### src/rtl/cv32e40x_xif_aes_ctrl_if.sv
// cv32e40x_xif_aes_ctrl_if: XIF issue/commit/result channels plus saes32 FU link
interface cv32e40x_xif_aes_ctrl_if #(
  parameter int X_ID_WIDTH = 4
);
  logic                  issue_valid;
  logic                  issue_ready;
  logic [31:0]           issue_instr;
  logic [X_ID_WIDTH-1:0] issue_id;
  logic [1:0][31:0]      issue_rs;
  logic [1:0]            issue_rs_valid;
  logic                  issue_accept;
  logic                  issue_writeback;
  logic                  commit_valid;
  logic [X_ID_WIDTH-1:0] commit_id;
  logic                  commit_kill;
  logic                  fu_valid;
  logic [31:0]           fu_rs1;
  logic [31:0]           fu_rs2;
  logic [1:0]            fu_bs;
  logic [3:0]            fu_op;
  logic [31:0]           fu_rd;
  logic                  fu_ready;
  logic                  result_valid;
  logic                  result_ready;
  logic [X_ID_WIDTH-1:0] result_id;
  logic [31:0]           result_data;
  logic [4:0]            result_rd;
  logic                  result_we;
  modport slave (
    input  issue_valid, issue_instr, issue_id, issue_rs, issue_rs_valid,
    input  commit_valid, commit_id, commit_kill, fu_rd, fu_ready, result_ready,
    output issue_ready, issue_accept, issue_writeback, fu_valid, fu_rs1, fu_rs2, fu_bs, fu_op,
    output result_valid, result_id, result_data, result_rd, result_we
  );
  modport master (
    output issue_valid, issue_instr, issue_id, issue_rs, issue_rs_valid,
    output commit_valid, commit_id, commit_kill, fu_rd, fu_ready, result_ready,
    input  issue_ready, issue_accept, issue_writeback, fu_valid, fu_rs1, fu_rs2, fu_bs, fu_op,
    input  result_valid, result_id, result_data, result_rd, result_we
  );
endinterface

### src/rtl/cv32e40x_xif_aes_ctrl.sv
// cv32e40x_xif_aes_ctrl: sequences XIF-issued aes32* instructions one at a time through the saes32 unit
module cv32e40x_xif_aes_ctrl #(
  parameter int X_ID_WIDTH  = 4,
  parameter bit SAES_DEC_EN = 1'b1
) (
  input logic                    clk,
  input logic                    rst_n,
  cv32e40x_xif_aes_ctrl_if.slave xif
);
  typedef enum logic [1:0] {IDLE, WAIT_COMMIT, EXEC, RESULT} state_t;
  state_t                state_q;
  logic [X_ID_WIDTH-1:0] id_q;
  logic [31:0]           rs1_q;
  logic [31:0]           rs2_q;
  logic [31:0]           data_q;
  logic [1:0]            bs_q;
  logic [3:0]            op_q;
  logic [4:0]            rd_q;
  logic [4:0]            funct;
  logic [3:0]            op_dec;
  logic                  is_aes;
  logic                  exec;
  logic                  res;
  always_comb begin
    funct  = xif.issue_instr[29:25];
    op_dec = (xif.issue_instr[6:0] != 7'b0110011 || xif.issue_instr[14:12] != 3'b000) ? 4'b0000 :
             {SAES_DEC_EN && funct == 5'b10111, SAES_DEC_EN && funct == 5'b10101,
              funct == 5'b10011, funct == 5'b10001};
    is_aes = |op_dec;
    xif.issue_ready     = xif.issue_valid && (!is_aes || (state_q == IDLE && xif.issue_rs_valid == 2'b11));
    xif.issue_accept    = xif.issue_ready && is_aes;
    xif.issue_writeback = xif.issue_accept;
    exec = state_q == EXEC;
    res  = state_q == RESULT;
    xif.fu_valid     = exec;
    xif.fu_rs1       = exec ? rs1_q : 32'h0;
    xif.fu_rs2       = exec ? rs2_q : 32'h0;
    xif.fu_bs        = exec ? bs_q : 2'b00;
    xif.fu_op        = exec ? op_q : 4'b0000;
    xif.result_valid = res;
    xif.result_id    = res ? id_q : '0;
    xif.result_data  = res ? data_q : 32'h0;
    xif.result_rd    = res ? rd_q : 5'd0;
    xif.result_we    = res && rd_q != 5'd0;
  end
  always_ff @(posedge clk) begin
    if (!rst_n) begin
      state_q <= IDLE;
      id_q    <= '0;
      rs1_q   <= 32'h0;
      rs2_q   <= 32'h0;
      data_q  <= 32'h0;
      bs_q    <= 2'b00;
      op_q    <= 4'b0000;
      rd_q    <= 5'd0;
    end else begin
      case (state_q)
        IDLE: if (xif.issue_accept) begin
          id_q    <= xif.issue_id;
          rs1_q   <= xif.issue_rs[0];
          rs2_q   <= xif.issue_rs[1];
          bs_q    <= xif.issue_instr[31:30];
          op_q    <= op_dec;
          rd_q    <= xif.issue_instr[11:7];
          state_q <= !(xif.commit_valid && xif.commit_id == xif.issue_id) ? WAIT_COMMIT :
                     xif.commit_kill ? IDLE : EXEC;
        end
        WAIT_COMMIT: if (xif.commit_valid && xif.commit_id == id_q) state_q <= xif.commit_kill ? IDLE : EXEC;
        EXEC: if (xif.fu_ready) begin
          data_q  <= xif.fu_rd;
          state_q <= RESULT;
        end
        RESULT: if (xif.result_ready) state_q <= IDLE;
        default: state_q <= IDLE;
      endcase
    end
  end
endmodule
### src/flat_wrapper.sv
// flat-port wrapper written by rule: the top's interface ports become plain ports
module cv32e40x_xif_aes_ctrl_flat 
#(
  parameter int X_ID_WIDTH  = 4,
  parameter bit SAES_DEC_EN = 1'b1
)
  (clk, rst_n, xif_issue_valid, xif_issue_instr, xif_issue_id, xif_issue_rs, xif_issue_rs_valid, xif_commit_valid, xif_commit_id, xif_commit_kill, xif_fu_rd, xif_fu_ready, xif_result_ready, xif_issue_ready, xif_issue_accept, xif_issue_writeback, xif_fu_valid, xif_fu_rs1, xif_fu_rs2, xif_fu_bs, xif_fu_op, xif_result_valid, xif_result_id, xif_result_data, xif_result_rd, xif_result_we);
  cv32e40x_xif_aes_ctrl_if #(.X_ID_WIDTH(X_ID_WIDTH)) xif_i ();
  input logic clk;
  input logic rst_n;
  input wire logic [$bits(xif_i.issue_valid)-1:0] xif_issue_valid;
  input wire logic [$bits(xif_i.issue_instr)-1:0] xif_issue_instr;
  input wire logic [$bits(xif_i.issue_id)-1:0] xif_issue_id;
  input wire logic [$bits(xif_i.issue_rs)-1:0] xif_issue_rs;
  input wire logic [$bits(xif_i.issue_rs_valid)-1:0] xif_issue_rs_valid;
  input wire logic [$bits(xif_i.commit_valid)-1:0] xif_commit_valid;
  input wire logic [$bits(xif_i.commit_id)-1:0] xif_commit_id;
  input wire logic [$bits(xif_i.commit_kill)-1:0] xif_commit_kill;
  input wire logic [$bits(xif_i.fu_rd)-1:0] xif_fu_rd;
  input wire logic [$bits(xif_i.fu_ready)-1:0] xif_fu_ready;
  input wire logic [$bits(xif_i.result_ready)-1:0] xif_result_ready;
  output wire logic [$bits(xif_i.issue_ready)-1:0] xif_issue_ready;
  output wire logic [$bits(xif_i.issue_accept)-1:0] xif_issue_accept;
  output wire logic [$bits(xif_i.issue_writeback)-1:0] xif_issue_writeback;
  output wire logic [$bits(xif_i.fu_valid)-1:0] xif_fu_valid;
  output wire logic [$bits(xif_i.fu_rs1)-1:0] xif_fu_rs1;
  output wire logic [$bits(xif_i.fu_rs2)-1:0] xif_fu_rs2;
  output wire logic [$bits(xif_i.fu_bs)-1:0] xif_fu_bs;
  output wire logic [$bits(xif_i.fu_op)-1:0] xif_fu_op;
  output wire logic [$bits(xif_i.result_valid)-1:0] xif_result_valid;
  output wire logic [$bits(xif_i.result_id)-1:0] xif_result_id;
  output wire logic [$bits(xif_i.result_data)-1:0] xif_result_data;
  output wire logic [$bits(xif_i.result_rd)-1:0] xif_result_rd;
  output wire logic [$bits(xif_i.result_we)-1:0] xif_result_we;
  assign xif_i.issue_valid = xif_issue_valid;
  assign xif_i.issue_instr = xif_issue_instr;
  assign xif_i.issue_id = xif_issue_id;
  assign xif_i.issue_rs = xif_issue_rs;
  assign xif_i.issue_rs_valid = xif_issue_rs_valid;
  assign xif_i.commit_valid = xif_commit_valid;
  assign xif_i.commit_id = xif_commit_id;
  assign xif_i.commit_kill = xif_commit_kill;
  assign xif_i.fu_rd = xif_fu_rd;
  assign xif_i.fu_ready = xif_fu_ready;
  assign xif_i.result_ready = xif_result_ready;
  assign xif_issue_ready = xif_i.issue_ready;
  assign xif_issue_accept = xif_i.issue_accept;
  assign xif_issue_writeback = xif_i.issue_writeback;
  assign xif_fu_valid = xif_i.fu_valid;
  assign xif_fu_rs1 = xif_i.fu_rs1;
  assign xif_fu_rs2 = xif_i.fu_rs2;
  assign xif_fu_bs = xif_i.fu_bs;
  assign xif_fu_op = xif_i.fu_op;
  assign xif_result_valid = xif_i.result_valid;
  assign xif_result_id = xif_i.result_id;
  assign xif_result_data = xif_i.result_data;
  assign xif_result_rd = xif_i.result_rd;
  assign xif_result_we = xif_i.result_we;
  cv32e40x_xif_aes_ctrl #(.X_ID_WIDTH(X_ID_WIDTH), .SAES_DEC_EN(SAES_DEC_EN)) u_core (.clk(clk), .rst_n(rst_n), .xif(xif_i));
endmodule
### config.mk
export PLATFORM = sky130hd
export DESIGN_NAME = cv32e40x_xif_aes_ctrl_flat
export DESIGN_NICKNAME = d
export VERILOG_FILES = /design/src/rtl/cv32e40x_xif_aes_ctrl_if.sv /design/src/rtl/cv32e40x_xif_aes_ctrl.sv /design/src/flat_wrapper.sv
export SDC_FILE = /design/constraint.sdc
export NUM_CORES = 1
export LEC_CHECK = 0
export ABC_AREA = 1
export BUFFER_PORTS_ARGS = -buffer_cell sky130_fd_sc_hd__buf_2
export CORE_ASPECT_RATIO = 0.8
export CORE_MARGIN = 3
export CORE_UTILIZATION = 46
export CTS_CLUSTER_SIZE = 24
export DETAILED_ROUTE_END_ITERATION = 16
export GPL_ROUTABILITY_DRIVEN = 0
export GPL_TIMING_DRIVEN = 1
export HOLD_SLACK_MARGIN = 0.12
export PLACE_DENSITY = 0.77
export SLEW_MARGIN = 20
export SYNTH_ARGS = -nofsm -noshare
export SYNTH_HDL_FRONTEND = slang
export SYNTH_SLANG_ARGS = --single-unit
### constraint.sdc
create_clock -name clk -period 1.8 [get_ports clk]
set_input_delay 0.18 -clock clk [delete_from_list [all_inputs] [get_ports clk]]
set_output_delay 0.18 -clock clk [all_outputs]
set_load 0.01 [all_outputs]
==> out/qor.yml <==
fill_cells: 716
maxCapViolCount: 0
yosysUniqueCellTypes: 25
pin_count: 262
synthCells: 686
async_flop_share_pct: 0
clock.fmax_ghz: 0.5813
cp_max_fo: 62
track_usage_pct: 26.93
synth_top_area_share_pct: 42.99
yosysSeqAreaShare_pct: 42.99
synth_common_cells: "nor2_1, inv_1, dfxtp_1, a211oi_2, o21ai_1"
drtPass1Iterations: 5
clock-sinks: 113
relSlewSlack_pct: 61.69
yosys_warnings: 0
final_core_util_pct: 76.07
finalSetupViolCount: 0
core.rowCount: 34
via_per_inst: 4.945
fp.dieArea_sq_um: 12770
yosysMostFrequentCell: "nor2_1"
r2r_cells: 8
chipHeight_um: 101.7
nets: 1181
grt_pass1_vias: 5680
synth_ff_type: "dfxtp_1"
cts-buffers-inserted: 17
pwr-share-clk_pct: 52.7
diodes: 0
dr_wl_met2_um: 8552
grt_antenna_before_repair: 2
p_int_w: 0.005096
drive_gt1_share_pct: 36.16
place_inst: 1047
met1Wirelength_um: 6911
cts_tree: "done"
cts_max_path_buffers: 2
slew_violations: 0
power_per_cell_area_nw_per_um2: 770.5
comb_power_share_pct: 8.2
worstPathArrival_ns: 1.99
end_kind: "flip-flop"
routed.top_layer: "met5"
p_seq_share_pct: 39.1
hold_depth: 6
swShare_pct: 21.09
ys_top_cells_by_area: "dfxtp_1, a211oi_2, nor2_1"
worst_slew_pin_slew_ns: 0.5746
syn_nets: 831
status: "finished clean"
wl_per_cell_um: 14.71
rrSetupSlack_ns: 0.08
fin_setup_tns_ns: 0
drt_iter0_drc: 273
p_leak_nw: 3.660
path_class: "reg2reg"
syn_area_sq_um: 5263
cts_root_buf: "clkbuf_16"
hpwl_um: 9400
holdPathEnd: "u_core.state_q[1]"
num_vias: 5895
start_util_pct: 47.76
final.period_utilization_pct: 95.57
yosysTopAreaCell: "dfxtp_1"
areaGrowthSynthToFinish_pct: 59.27
cp-start-kind: "flip-flop"
required_ns: 2.07
avgSynthCellArea_sq_um: 7.671
portBuffers: 251
p_switching_w: 0.001362
drc_errors: 0
hold_violations: 0
hold_ws_ns: 0.1983
cts.clk_slew.worst_paths_ns: 0.05
fin_crit_ns: 1.720
hold_class: "in2reg"
grt_pass1_wl_um: 27750
coreArea_sq_um: 11020
grt_setup_unrepaired: "false"
reg2reg_from: "u_core.state_q[1]"
cts_max_level: 4
reg2reg_to: "u_core.rs1_q[19]"
synth_edf_count: 0
routed-wl-met3_um: 1606
grt_max_degree: 74
die_w_um: 125.6
finClkSkew_ns: 0.01081
clk_latency_ns: 0.41
drt_wl_total_um: 17540
overflow: 0
hp-start: "xif_commit_kill"
ys_ff_latch: 113
final_cells: 1192
ant_nets: 0
vdd_drop_max_v: 0.0008441
## metal layers
layer / global-route usage [%] / up-vias
li1: - / 2861
met3: 8.698 / 47
met5: 0 / -
met1: 31.27 / 2694
met2: 46.80 / 289
met4: 10.42 / 4
## worst max path at each step
| stage | startpoint | cells after the start | end | slack, ns |
|---|---|---|---|---|
| final | u_core.state_q[1] | 8 | u_core.rs1_q[19] | 0.08 |
| after global routing | u_core.state_q[0] | 8 | u_core.bs_q[1] | 0.01 |
| after CTS | u_core.state_q[1] | 6 | xif_issue_accept | 0.004 |
| after detailed placement | xif_issue_instr[3] | 10 | u_core.rs1_q[24] | 0.10 |
| after global placement | xif_issue_instr[3] | 10 | u_core.rs2_q[22] | 0.13 |
| after floorplan | u_core.state_q[1] | 6 | u_core.data_q[10] | 0.39 |
## metrics by stage
| stage | worst slack, ns | power, W | instance area, sq um |
|---|---|---|---|
| 2_1_floorplan | 0.3871 | 0.002708 | 5263 |
| 3_3_place_gp | 0.1317 | 0.002893 | 6614 |
| 3_5_place_dp | 0.1012 | 0.002895 | 6614 |
| 4_1_cts | 0.003908 | 0.006493 | 8320 |
| 5_1_grt | 0.01190 | 0.006648 | 8382 |
| 6_report | 0.07973 | 0.006458 | 8382 |
## final cells by class
cell class                      instances  area [sq um]  area share, %
Clock inverter                          9         131.4          1.567
Clock buffer                           22         474.2          5.658
Tap cell                              144         180.2          2.150
Sequential cell                       113          2265          27.02
Inverter                              131         500.5          5.971
Timing Repair Buffer                  376          2542          30.33
Multi-Input combinational cell        397          2288          27.30
## cells by family (layout without fill, tap and decap cells)
group	after synthesis	count (layout)	synth area share (%)
AOI/OAI and AO/OA	165	165	25.70
xor gates and xnor gates	2	2	0.3329
buffers and inverters	176	538	13.81
DFF	113	113	42.99
and+or+nand+nor	230	230	17.17
## sequential cells by signal, summed over array words and instances (netlist names)
signal	cells
u_core.bs_q	2
u_core.data_q	32
u_core.id_q	4
u_core.op_q	4
u_core.rd_q	5
u_core.rs1_q	32
u_core.rs2_q	32
u_core.state_q	2
## cell usage in the layout, fill, tap and decap left out, types with 2 or more instances in the layout
cell             n
nor2_1         195
xor2_1           2
nor3_1           3
o21ai_1         44
nand4_1          2
nand3_1          8
o21ai_0          2
dlygate4sd3_1  109
o22ai_1          3
nand2_1         14
nor2_2           3
a211oi_2        68
inv_2            4
a21oi_1         43
dfxtp_2          2
buf_2          251
clkbuf_1         2
clkinv_2         3
clkinvlp_4       3
buf_12           6
buf_4           10
bufinv_16        3
a211oi_1         4
nand2_2          2
dfxtp_1        111
inv_1          125
clkbuf_8         3
clkbuf_16       17
## power by group through the flow
| stage | Combinational (W) | Clock (W) | Sequential, W |
|---|---|---|---|
| finish | 0.000527 | 0.00340 | 0.00253 |
| global route | 0.000572 | 0.00355 | 0.00253 |
| CTS | 0.000508 | 0.00346 | 0.00252 |
| detailed placement | 0.000321 | 0 | 0.00257 |
| global placement | 0.000319 | 0 | 0.00257 |
| floorplan | 0.000136 | 0 | 0.00257 |
## worst max-delay path, stage by stage, from the launching register on
cell and delay [ns]:
dfxtp_2 0.34, nor2_2 0.15, nand3_1 0.14, inv_2 0.10, nand3_4 0.14, buf_12 0.18
buf_12 0.20, nor2_1 0.24, a211oi_2 0.06
## repair_timing
| item | in CTS | in global routing |
|---|---|---|
| resized for setup | 4 | 4 |
| endpoints found under the hold margin | 108 | 0 |
| pin swaps | 1 | 0 |
| hold buffers | 109 | 0 |
| setup buffers | 0 | 5 |
| setup endpoints to repair | 24 | 8 |
Note: power is estimated with default switching activity, not from simulation.
